$ cat config.mk
export PLATFORM = sky130hd
export DESIGN_NAME = proc_control_fsm
export DESIGN_NICKNAME = d
export VERILOG_FILES = /design/src/rtl/proc_pkg.sv /design/src/rtl/reg_sel_decoder.sv /design/src/rtl/proc_control_fsm.sv
export SDC_FILE = /design/constraint.sdc
export NUM_CORES = 1
export LEC_CHECK = 0
export ABC_AREA = 1
export CAP_MARGIN = 5
export CORE_MARGIN = 8
export CORE_UTILIZATION = 25
export DETAILED_ROUTE_END_ITERATION = 8
export GPL_TIMING_DRIVEN = 0
export PLACE_DENSITY_LB_ADDON = 0.08
export REMOVE_ABC_BUFFERS = 1
export SYNTH_ARGS = -nofsm -noshare
export SYNTH_HDL_FRONTEND = slang
export SYNTH_SLANG_ARGS = --single-unit
$ cat constraint.sdc
create_clock -name Clock -period 1.4 [get_ports Clock]
set_input_delay 0.21 -clock Clock [delete_from_list [all_inputs] [get_ports Clock]]
set_output_delay 0.21 -clock Clock [all_outputs]
set_load 0.05 [all_outputs]
$ cat src/rtl/proc_pkg.sv
// ----------------------------------------------------------------------------
// proc_pkg
// Shared definitions for the processor control FSM: opcode values, ALU
// operation encodings driven on AddXor, and the step-state enumeration.
// Configuration macro: PROC_SUB_EN (consumed by proc_control_fsm; it decides
// whether OP_SUB is executed or retired as illegal).
// ----------------------------------------------------------------------------
package proc_pkg;

    // Opcode values carried in the func field (MSBs of the instruction word)
    localparam int OP_MV  = 0;
    localparam int OP_MVI = 1;
    localparam int OP_ADD = 3;
    localparam int OP_XOR = 4;
    localparam int OP_SUB = 5;

    // AddXor encodings; IDLE is what the ALU sees whenever it is not computing
    localparam logic [1:0] ALU_ADD  = 2'b00;
    localparam logic [1:0] ALU_XOR  = 2'b01;
    localparam logic [1:0] ALU_IDLE = 2'b10;
    localparam logic [1:0] ALU_SUB  = 2'b11;

    // Instruction step states; T0 is the idle/fetch state
    typedef enum logic [1:0] {
        T0 = 2'd0,
        T1 = 2'd1,
        T2 = 2'd2,
        T3 = 2'd3
    } state_t;

endpackage : proc_pkg

$ cat src/rtl/reg_sel_decoder.sv
// ----------------------------------------------------------------------------
// reg_sel_decoder
// Binary register index to one-hot enable decoder with a global enable.
// With i_en low the output is all zeros, so at most one bit is ever set.
//
// Ports:
//   i_en      in   1         decoder enable
//   i_sel     in   SEL_W     register index
//   o_onehot  out  NUM_REGS  one-hot register enable
// ----------------------------------------------------------------------------
module reg_sel_decoder #(
    parameter  int NUM_REGS = 16,
    localparam int SEL_W    = $clog2(NUM_REGS)
) (
    input  logic                i_en,
    input  logic [SEL_W-1:0]    i_sel,
    output logic [NUM_REGS-1:0] o_onehot
);

    always_comb begin
        o_onehot = '0;
        for (int i = 0; i < NUM_REGS; i++) begin
            o_onehot[i] = i_en && (i_sel == SEL_W'(i));
        end
    end

endmodule : reg_sel_decoder

$ cat src/rtl/proc_control_fsm.sv
// ----------------------------------------------------------------------------
// proc_control_fsm
// Control unit of a simple bus-based processor. An instruction {func, rx, ry}
// is latched into IR on acceptance in T0, then sequenced through T1..T3.
// MV/MVI/illegal opcodes finish in T1; ADD/XOR(/SUB) take T1..T3.
// All outputs are Moore outputs decoded from the state and IR.
//
// Configuration macro: PROC_SUB_EN
//   defined   : func 5 executes SUB (AddXor = 2'b11 in T2)
//   undefined : func 5 is retired as illegal; AddXor never shows 2'b11
//
// Ports:
//   Clock    in   1         rising-edge clock
//   Resetn   in   1         asynchronous active-low reset
//   Run      in   1         start request, sampled only in T0
//   Instr    in   INSTR_W   instruction word {func, rx, ry}
//   R_in     out  NUM_REGS  one-hot register write enable
//   R_out    out  NUM_REGS  one-hot register bus-drive enable
//   Extern   out  1         drive external data onto the bus
//   A_in     out  1         ALU operand latch enable
//   G_in     out  1         ALU result latch enable
//   G_out    out  1         ALU result bus-drive enable
//   AddXor   out  2         ALU op select (00 add, 01 xor, 11 sub, 10 idle)
//   Done     out  1         pulse in the last step of an instruction
//   Busy     out  1         high in T1..T3
//   Illegal  out  1         pulse when an unsupported opcode retires
// ----------------------------------------------------------------------------
module proc_control_fsm
    import proc_pkg::*;
#(
    parameter  int NUM_REGS = 16,
    parameter  int FUNC_W   = 4,
    localparam int SEL_W    = $clog2(NUM_REGS),
    localparam int INSTR_W  = FUNC_W + 2*SEL_W
) (
    input  logic                Clock,
    input  logic                Resetn,
    input  logic                Run,
    input  logic [INSTR_W-1:0]  Instr,
    output logic [NUM_REGS-1:0] R_in,
    output logic [NUM_REGS-1:0] R_out,
    output logic                Extern,
    output logic                A_in,
    output logic                G_in,
    output logic                G_out,
    output logic [1:0]          AddXor,
    output logic                Done,
    output logic                Busy,
    output logic                Illegal
);

    state_t               r_state;
    state_t               w_nextState;
    logic [INSTR_W-1:0]   r_ir;

    logic [FUNC_W-1:0]    w_func;
    logic [SEL_W-1:0]     w_rx;
    logic [SEL_W-1:0]     w_ry;

    logic                 w_isMv;
    logic                 w_isMvi;
    logic                 w_isAdd;
    logic                 w_isXor;
    logic                 w_isSub;
    logic                 w_isAlu;
    logic [1:0]           w_aluCode;

    logic                 w_rinEn;
    logic                 w_routEn;
    logic [SEL_W-1:0]     w_routSel;

    // IR field split
    assign w_func = r_ir[INSTR_W-1 -: FUNC_W];
    assign w_rx   = r_ir[2*SEL_W-1 -: SEL_W];
    assign w_ry   = r_ir[SEL_W-1:0];

    // Opcode classification from the latched IR only
    assign w_isMv  = (w_func == FUNC_W'(OP_MV));
    assign w_isMvi = (w_func == FUNC_W'(OP_MVI));
    assign w_isAdd = (w_func == FUNC_W'(OP_ADD));
    assign w_isXor = (w_func == FUNC_W'(OP_XOR));
`ifdef PROC_SUB_EN
    assign w_isSub = (w_func == FUNC_W'(OP_SUB));
`else
    // SUB unsupported in this build: func 5 falls through to illegal
    assign w_isSub = 1'b0;
`endif
    assign w_isAlu = w_isAdd || w_isXor || w_isSub;

    assign w_aluCode = w_isXor ? ALU_XOR :
                       w_isSub ? ALU_SUB : ALU_ADD;

    // State register; reset drops straight back to idle, aborting any
    // instruction in flight before it can reach its write step
    always_ff @(posedge Clock or negedge Resetn) begin
        if (!Resetn) begin
            r_state <= T0;
        end else begin
            r_state <= w_nextState;
        end
    end

    // Instruction register: loaded only on acceptance, so Instr changes
    // while busy are invisible
    always_ff @(posedge Clock or negedge Resetn) begin
        if (!Resetn) begin
            r_ir <= '0;
        end else if ((r_state == T0) && Run) begin
            r_ir <= Instr;
        end
    end

    // Next-state and Moore output decode
    always_comb begin
        w_nextState = r_state;
        w_rinEn     = 1'b0;
        w_routEn    = 1'b0;
        w_routSel   = w_ry;
        Extern      = 1'b0;
        A_in        = 1'b0;
        G_in        = 1'b0;
        G_out       = 1'b0;
        AddXor      = ALU_IDLE;
        Done        = 1'b0;
        Illegal     = 1'b0;

        case (r_state)
            T0: begin
                if (Run) begin
                    w_nextState = T1;
                end
            end

            T1: begin
                if (w_isMv) begin
                    w_routEn    = 1'b1;
                    w_routSel   = w_ry;
                    w_rinEn     = 1'b1;
                    Done        = 1'b1;
                    w_nextState = T0;
                end else if (w_isMvi) begin
                    Extern      = 1'b1;
                    w_rinEn     = 1'b1;
                    Done        = 1'b1;
                    w_nextState = T0;
                end else if (w_isAlu) begin
                    // First operand (rx) goes into the A latch
                    w_routEn    = 1'b1;
                    w_routSel   = w_rx;
                    A_in        = 1'b1;
                    w_nextState = T2;
                end else begin
                    Done        = 1'b1;
                    Illegal     = 1'b1;
                    w_nextState = T0;
                end
            end

            T2: begin
                // Second operand (ry) on the bus, result captured in G
                w_routEn    = 1'b1;
                w_routSel   = w_ry;
                G_in        = 1'b1;
                AddXor      = w_aluCode;
                w_nextState = T3;
            end

            T3: begin
                G_out       = 1'b1;
                w_rinEn     = 1'b1;
                Done        = 1'b1;
                w_nextState = T0;
            end

            default: begin
                w_nextState = T0;
            end
        endcase
    end

    assign Busy = (r_state != T0);

    // Destination register is always rx
    reg_sel_decoder #(
        .NUM_REGS (NUM_REGS)
    ) u_rinDecoder (
        .i_en     (w_rinEn),
        .i_sel    (w_rx),
        .o_onehot (R_in)
    );

    reg_sel_decoder #(
        .NUM_REGS (NUM_REGS)
    ) u_routDecoder (
        .i_en     (w_routEn),
        .i_sel    (w_routSel),
        .o_onehot (R_out)
    );

endmodule : proc_control_fsm

==> flow_summary.ini, run 1 <==
[placed_design]
gp_congestion = 0.7412
portBuffers = 55
hpwl_mm = 2.846
place_area_um2 = 1655

[clock_network]
cts_max_path_buffers = 2
clkSlewWorstSetupHoldPaths_ns = 0.07
cts-buffers-inserted = 3
clkLatencyLatePin_ns = 0.25
cts_root_buffer = clkbuf_8
htree_levels = 1
clock-sinks = 14
cts_hold_buffers = 0
tritoncts = built

[worst_setup_path]
cp_data_arrival_time_ns = 1.86
reg2reg_from = r_state[0]
start_kind = register
timing.rr.end = r_ir[8]
worstSetupPathType = register to primary output
cp-end-kind = primary output
required_ns = 1.19
cp_max_fo = 7
reg2reg_setup_slack_ns = 0.04
reg2regPathDepth = 4

[grt]
gr-total-overflow = 0
grt_max_degree = 22
antenna_found_initial = 0
grt_usage_pct = 10.68
grt_pass1_vias = 1228
grt_pass1_wl_mm = 5.692

[timing]
finalHoldViolations = 0
setup_violations = 41
layout_min_cycle_time_ns = 2.067
final.setup.worst_slack_ns = -0.6667
clock_skew_ns = 0.007452
rsz0062_at_grt = yes
period_share_pct = 147.6
relSlewSlack_pct = 55.10
worst_pin_slew_ns = 0.6714
final_max_slew_viol_count = 0
fmax_mhz = 483.9

[power]
vdd_ir_drop_max_mv = 0.8416
power_mw = 5.064
p_per_area_nw_per_um2 = 2184
power_leakage_nw = 0.9965

[floorplanning]
rows = 23
core_um2 = 4058
fp.dieW_um = 81.30
dieArea_um2 = 6610
die_h_um = 81.30
initial_utilization_pct = 26.27
top_level_ports = 56

[drt]
drt_pass1_iterations = 2
wl_per_cell_um = 13.87
post-route-drc-count = 0
ant_nets = 0
via_per_inst = 4.489
drtIter0Drc = 42
route.final.wire_length_mm = 3.883
vias = 1257

[outcome]
violations = negative setup slack
status = finished, violations left

[logic_synthesis]
ys_seq_elements = 14
ys_warn_count = 0
ys_seq_area_share_pct = 32.86
avgSynthCellArea_um2 = 6.747
synthesis.area_um2 = 1066
synth.distinct_cells = 21
netlist_instances = 158

[finish]
nNetsFinal = 251
synthToLayoutAreaGrowth_pct = 117.5
final_common_cell = buf_6
fin_area_um2 = 2318
final_cell_mix = 39 x buf_6, 32 x nor2_2, 14 x clkdlybuf4s50_1
diodes = 0
area.sequential_um2 = 351.6
layout-drive-gt1-share_pct = 66.52
fill_cells = 364
multiInputGateArea_um2 = 1010

[min_path]
hold_path_class = primary input to asynchronous set/reset pin

[flow_run]
maxCapViolations = 0
synth_stat cells:
cell type / count / area (µm²)
a21oi_1: 10 / 50.05
o21ai_1: 2 / 10.01
nand4_1: 1 / 6.260
ha_1: 5 / 62.56
clkbuf_1: 2 / 7.510
nor2_2: 1 / 6.260
a31oi_1: 1 / 6.260
inv_1: 18 / 67.56
o21ai_0: 3 / 15.01
nand3_1: 11 / 55.05
nand2_1: 22 / 82.58
nand2_2: 6 / 37.54
dfrtp_1: 14 / 350.3
or2_2: 1 / 6.260
a21boi_2: 1 / 11.26
nand2_4: 4 / 45.04
nor2_1: 50 / 187.7
buf_2: 1 / 5.000
buf_6: 1 / 11.26
o21ai_2: 1 / 8.760
mux2_2: 3 / 33.78
flip-flops by register name, summed over array words and instances, names as in the netlist, named ones only:
signal	flops
r_ir	12
r_state	1
how the worst max path moves through the flow:
stage | from | to | slack [ns] | depth (start not counted)
6_report | r_state[0] | R_out[7] | -0.67 | 6
5_1_grt | r_ir[11] | R_out[11] | -0.75 | 8
4_1_cts | r_ir[11] | R_out[5] | -0.62 | 10
3_5_place_dp | register | R_out[2] | -1.23 | 9
3_3_place_gp | register | R_out[6] | -1.16 | 9
2_1_floorplan | r_state[0] | R_out[0] | -1.26 | 6
what timing repair did:
| item | in CTS | in global routing |
|---|---|---|
| setup buffers | 10 | 6 |
| endpoints found under the setup margin | 55 | 46 |
| pin swaps | 8 | 9 |
| resized for setup | 351 | 58 |
| cloned | 0 | 1 |
layer usage:
layer	part of all wire [%]	track usage (%)	up-vias
met4	0.28	1.607	0
li1	-	-	638
met2	56	19.97	26
met3	6.1	3.532	2
met5	0	0	-
met1	37	11.48	591
per-stage QoR:
stage | utilization, % | TNS (ns) | cells | setup WS (ns) | hold slack [ns]
final | 57.14 | -19.67 | 280 | -0.6667 | 0.3699
after global routing | 57.14 | -22.99 | 280 | -0.7529 | 0.4389
after CTS | 50.23 | -17.85 | 273 | -0.6190 | 0.4082
after detailed placement | 40.80 | -43.99 | 259 | -1.235 | 0.5234
after global placement | 40.80 | -42.73 | 259 | -1.158 | 0.5290
after floorplan | - | -34.82 | 154 | -1.260 | -0.08559
cell type report:
type	count	share of cell area [%]
flip-flops and latches	14	15.16
multi-input cells	123	43.55
well taps	50	2.698
inverters	18	3.454
repair buffers	71	32.76
clock buffers	4	2.375
critical path, stage by stage, from the launching register on:
cell,delay (ns)
dfrtp_2,0.47
ha_4,0.27
nand2_1,0.12
a21boi_4,0.26
nand2_2,0.16
nor2_2,0.15
buf_6,0.17
power breakdown:
group | leakage [nW] | total (mW) | switching, mW | internal [mW]
clock network | 0.0288 | 0.405 | 0.156 | 0.249
logic | 0.813 | 3.80 | 2.34 | 1.47
registers | 0.155 | 0.854 | 0.250 | 0.605
total | 0.996 | 5.06 | 2.74 | 2.32
cell families (layout without fill, tap and decap cells):
| logic type | after synthesis | after routing | synth area share [%] |
|---|---|---|---|
| simple gates | 96 | 97 | 40.02 |
| compound gates | 18 | 18 | 9.507 |
| flops | 14 | 14 | 32.86 |
| buf+inv | 22 | 93 | 8.567 |
| mux | 3 | 3 | 3.169 |
| fa+ha+maj | 5 | 5 | 5.869 |
(Power assumes the default switching activity.)
==> run 2, diff against run 1 <==
- MAX_ROUTING_LAYER: not set -> met4
- REMOVE_ABC_BUFFERS: 1 -> not set
==> flow_summary.ini, run 2 (synthesized netlist as in run 1, its figures left out) <==
[outcome]
status = finished, violations left
violations = negative setup slack

[floorplanning]
fp.dieW_um = 81.30
rows = 23
dieArea_um2 = 6610
die_h_um = 81.30
top_level_ports = 56
initial_utilization_pct = 26.27
core_um2 = 4058

[power]
sw_frac_of_total_pct = 52.53
power_leakage_nw = 1.215
vdd_ir_drop_max_mv = 1.053
p_per_area_nw_per_um2 = 2194
power_mw = 6.355
power_frac_clock_pct = 6.3
intPower_mw = 3.017
power_frac_seq_pct = 13.5
combPwrFrac_pct = 80.2
power.switching_mw = 3.338

[timing]
relSlewSlack_pct = 54.90
finalHoldViolations = 0
worst_pin_slew_ns = 0.6744
period_share_pct = 149.4
setup_violations = 43
rsz0062_at_grt = yes
final.setup.worst_slack_ns = -0.6914
fin_hold_ws_ns = 0.3737
final_max_slew_viol_count = 0
setup_tns_ns = -23.26
clock_skew_ns = 0.0007644
fmax_mhz = 478.2
layout_min_cycle_time_ns = 2.091

[drt]
top_layer_used = met4
wl_met1_mm = 1.755
post-route-drc-count = 0
via_per_inst = 4.657
ant_nets = 0
vias = 1411
route.final.wire_length_mm = 4.615
wl_met2_mm = 2.550
wl_met3_um = 225
drtIter0Drc = 27
wl_per_cell_um = 15.23
drt_pass1_iterations = 4

[flow_run]
maxCapViolations = 0

[grt]
grt_usage_pct = 13.55
grt_max_degree = 15
grt_pass1_wl_mm = 6.927
antenna_found_initial = 0
grt_pass1_vias = 1453
gr-total-overflow = 0

[worst_setup_path]
cp_data_arrival_time_ns = 1.88
start_kind = register
worstSetupPathType = register to primary output
required_ns = 1.19
cp-end-kind = primary output
cp_max_fo = 5

[placed_design]
place_area_um2 = 1922
portBuffers = 55
gp_congestion = 0.7370
hpwl_mm = 2.934
pre_cts_ws_ns = -1.360

[clock_network]
clock-sinks = 14
cts-buffers-inserted = 3
cts_hold_buffers = 0
htree_levels = 1
cts_max_path_buffers = 2
clkSlewWorstSetupHoldPaths_ns = 0.06
clkLatencyLatePin_ns = 0.24
cts_root_buffer = clkbuf_8
tritoncts = built

[finish]
nNetsFinal = 274
reg.largest.list = r_ir x12, r_state x1
regMostFlops = r_ir
final_cell_mix = 41 x nor2_4, 28 x buf_6, 27 x buf_8
final_common_cell = nor2_4
layout-drive-gt1-share_pct = 72.73
largest_reg_flops = 12
fin_area_um2 = 2897
synthToLayoutAreaGrowth_pct = 171.7
diodes = 0

[min_path]
hold_path_class = primary input to asynchronous set/reset pin

[logic_synthesis]
syn_nets = 178
## run 2: critical path, stage by stage (launching register included)
cell and delay, ns:
dfrtp_1 0.40, inv_2 0.06, nor2_2 0.12, nand2_2 0.10
nand2_4 0.11, nand2_8 0.08, buf_12 0.15, nand2_4 0.06
nand2_4 0.06, nor2_4 0.12, nand2_4 0.10, nor2_4 0.11
buf_8 0.15
## run 2: power groups by stage
stage	Sequential [mW]	Combinational, mW	Clock [mW]
CTS	0.822	4.46	0.409
detailed placement	0.791	2.92	0
floorplan	0.749	2.28	0
global route	0.881	5.39	0.433
global placement	0.778	2.87	0
finish	0.859	5.10	0.400
## run 2: through the flow
step / util (%) / cells
CTS: 64.38 / 296
finish: 71.38 / 303
global route: 71.38 / 303
floorplan: - / 158
global placement: 47.36 / 263
detailed placement: 47.36 / 263
## run 2: worst paths after layout
check                      cells after the start  slack, ns    endpoint  startpoint
max                                           12      -0.69    R_out[1]    r_ir[10]
min                                            1       0.37     r_ir[8]      Resetn
max reg2reg                                   14      -0.66    r_ir[10]    r_ir[10]
min reg2reg                                    2       0.54     r_ir[2]     r_ir[2]
max in group asynchronous                      1       0.55  r_state[0]      Resetn
min in group Clock                             3       0.54     r_ir[9]    Instr[9]
## run 2: per-layer routing
layer | up-vias | track usage (%)
met1 | 675 | 14.75
met4 | 0 | 4.107
met5 | - | -
met2 | 43 | 24.42
met3 | 8 | 2.208
li1 | 685 | -
## run 2: what timing repair did
action / in CTS / in global routing
gates resized for setup: 372 / 58
pin swaps: 23 / 14
cloned: 1 / 0
buffers inserted: 32 / 9
setup endpoints to repair: 53 / 52
## run 2: layout make-up
| class | instances | area, µm² |
|---|---|---|
| multi-input cells | 122 | 1222 |
| fillers | 287 | 1161 |
| repair buffers | 91 | 1060 |
| flip-flops and latches | 14 | 352.8 |
| inverters | 18 | 90.09 |
| well taps | 50 | 62.56 |
| clock buffers | 4 | 55.05 |
| plain buffers | 4 | 53.80 |
==> run 3, diff against run 2 <==
- CORE_ASPECT_RATIO: not set -> 1.25
- CORE_MARGIN: 8 -> 5
- PLACE_DENSITY_LB_ADDON: 0.08 -> not set
==> flow_summary.ini, run 3 (synthesized netlist as in run 1, its figures left out) <==
[floorplanning]
fp.dieW_um = 68.41
rows = 26
die_h_um = 83.01
top_level_ports = 56
dieArea_um2 = 5678
core_um2 = 4099
initial_utilization_pct = 26.01

[drt]
wl_per_cell_um = 14.43
via_per_inst = 4.570
drtIter0Drc = 29
post-route-drc-count = 0
ant_nets = 0
route.final.wire_length_mm = 4.328
vias = 1371
drt_pass1_iterations = 4

[finish]
reg.largest.list = r_ir x12, r_state x1
layout-drive-gt1-share_pct = 72.13
final_common_cell = nor2_4
fin_area_um2 = 2779
fill_cells = 311
regMostFlops = r_ir
largest_reg_flops = 12
nNetsFinal = 265
diodes = 0
final_cell_mix = 42 x nor2_4, 29 x buf_6, 20 x buf_4
synthToLayoutAreaGrowth_pct = 160.7
utilization_pct = 67.80

[power]
power_leakage_nw = 1.144
p_per_area_nw_per_um2 = 2182
vdd_ir_drop_max_mv = 0.9246
power_mw = 6.063

[grt]
grt_pass1_vias = 1376
grt_usage_pct = 15.60
antenna_found_initial = 0
grt_max_degree = 15
gr-total-overflow = 0
grt_pass1_wl_mm = 6.699

[flow_run]
maxCapViolations = 0

[clock_network]
clkLatencyLatePin_ns = 0.26
htree_levels = 1
tritoncts = built
cts_root_buffer = clkbuf_8
clock-sinks = 14
cts-buffers-inserted = 3
cts_max_path_buffers = 2
clkSlewWorstSetupHoldPaths_ns = 0.06

[worst_setup_path]
start_kind = register
required_ns = 1.19
reg2regPathDepth = 7
slowest_stage = dfrtp_1
endpoint = R_out[1]
timing.rr.end = r_state[0]
crit_buf_inv = 4
cp-end-kind = primary output
worstSetupPathType = register to primary output
crit_chain = inv_2, ha_4, buf_8, buf_4, nand3_1, nand2_4, nor2_4, nand2_4, nor2_4, buf_8
reg2reg_setup_slack_ns = -0.03
cp_top_family = simple AND/OR/NAND/NOR gates
max_stage_delay_ns = 0.39
cp_data_arrival_time_ns = 1.89
timing.critical_path.depth = 10
cp_max_fo = 5

[timing]
layout_min_cycle_time_ns = 2.099
setup_violations = 41
clock_skew_ns = 0.004461
rsz0062_at_grt = yes
worst_pin_slew_ns = 0.6395
finalHoldViolations = 0
final_max_slew_viol_count = 0
final.setup.worst_slack_ns = -0.6986
period_share_pct = 149.9
relSlewSlack_pct = 57.23
fmax_mhz = 476.5

[placed_design]
hpwl_mm = 2.647
place_area_um2 = 1929
portBuffers = 55
gp_congestion = 0.7025

[min_path]
hold_path_class = primary input to asynchronous set/reset pin

[outcome]
status = finished, violations left
violations = negative setup slack

[logic_synthesis]
syn_nets = 178
-- run 3: cell type report --
| type | count | area [µm²] | area share, % |
|---|---|---|---|
| timing repair buffer | 82 | 919.6 | 33.09 |
| inverter | 18 | 85.08 | 3.062 |
| clock buffer | 4 | 55.05 | 1.981 |
| sequential | 14 | 352.8 | 12.70 |
| tap | 56 | 70.07 | 2.521 |
| multi-input combinational | 122 | 1241 | 44.66 |
| buffer | 4 | 55.05 | 1.981 |
-- run 3: stage by stage --
step / worst slack (ns) / std cells / TNS (ns) / hold slack [ns]
5_1_grt: -0.7828 / 300 / -26.24 / 0.4171
4_1_cts: -0.6713 / 295 / -20.97 / 0.3648
3_5_place_dp: -1.366 / 269 / -45.68 / 0.5305
6_report: -0.6986 / 300 / -23.05 / 0.3449
3_3_place_gp: -1.341 / 269 / -45.28 / 0.5259
2_1_floorplan: -0.6745 / 158 / -21.88 / -0.08559
-- run 3: power by group --
| group | switching, mW | internal [mW] | total [mW] |
|---|---|---|---|
| combinational | 2.90 | 1.90 | 4.80 |
| sequential | 0.246 | 0.608 | 0.854 |
| clock | 0.159 | 0.250 | 0.409 |
| total | 3.31 | 2.76 | 6.06 |
-- run 3: worst min-delay path by stage --
| stage | slack (ns) | depth (start not counted) | end |
|---|---|---|---|
| finish | 0.34 | 1 | r_ir[8] |
| CTS | 0.36 | 1 | r_ir[8] |
| floorplan | -0.09 | 0 | asynchronous set/reset pin |
| global placement | 0.53 | 2 | r_ir[2] |
| detailed placement | 0.53 | 2 | r_ir[2] |
| global route | 0.42 | 1 | r_ir[8] |
-- run 3: timing repair --
item / CTS / global route
hold buffers: 0 / 0
cloned: 1 / 0
gates resized for setup: 363 / 48
buffers inserted: 21 / 6
pin swaps: 29 / 16
endpoints found under the setup margin: 54 / 54
endpoints found under the hold margin: 0 / 0
-- run 3: per-layer routing --
layer	routed length, µm	track usage, %	part of all wire, %	vias up
li1	-	-	-	664
met1	1591	16.79	37	672
met2	2506	28.15	58	30
met3	160	1.351	3.7	5
met4	69	5.967	1.6	0
met5	0	-	0	-
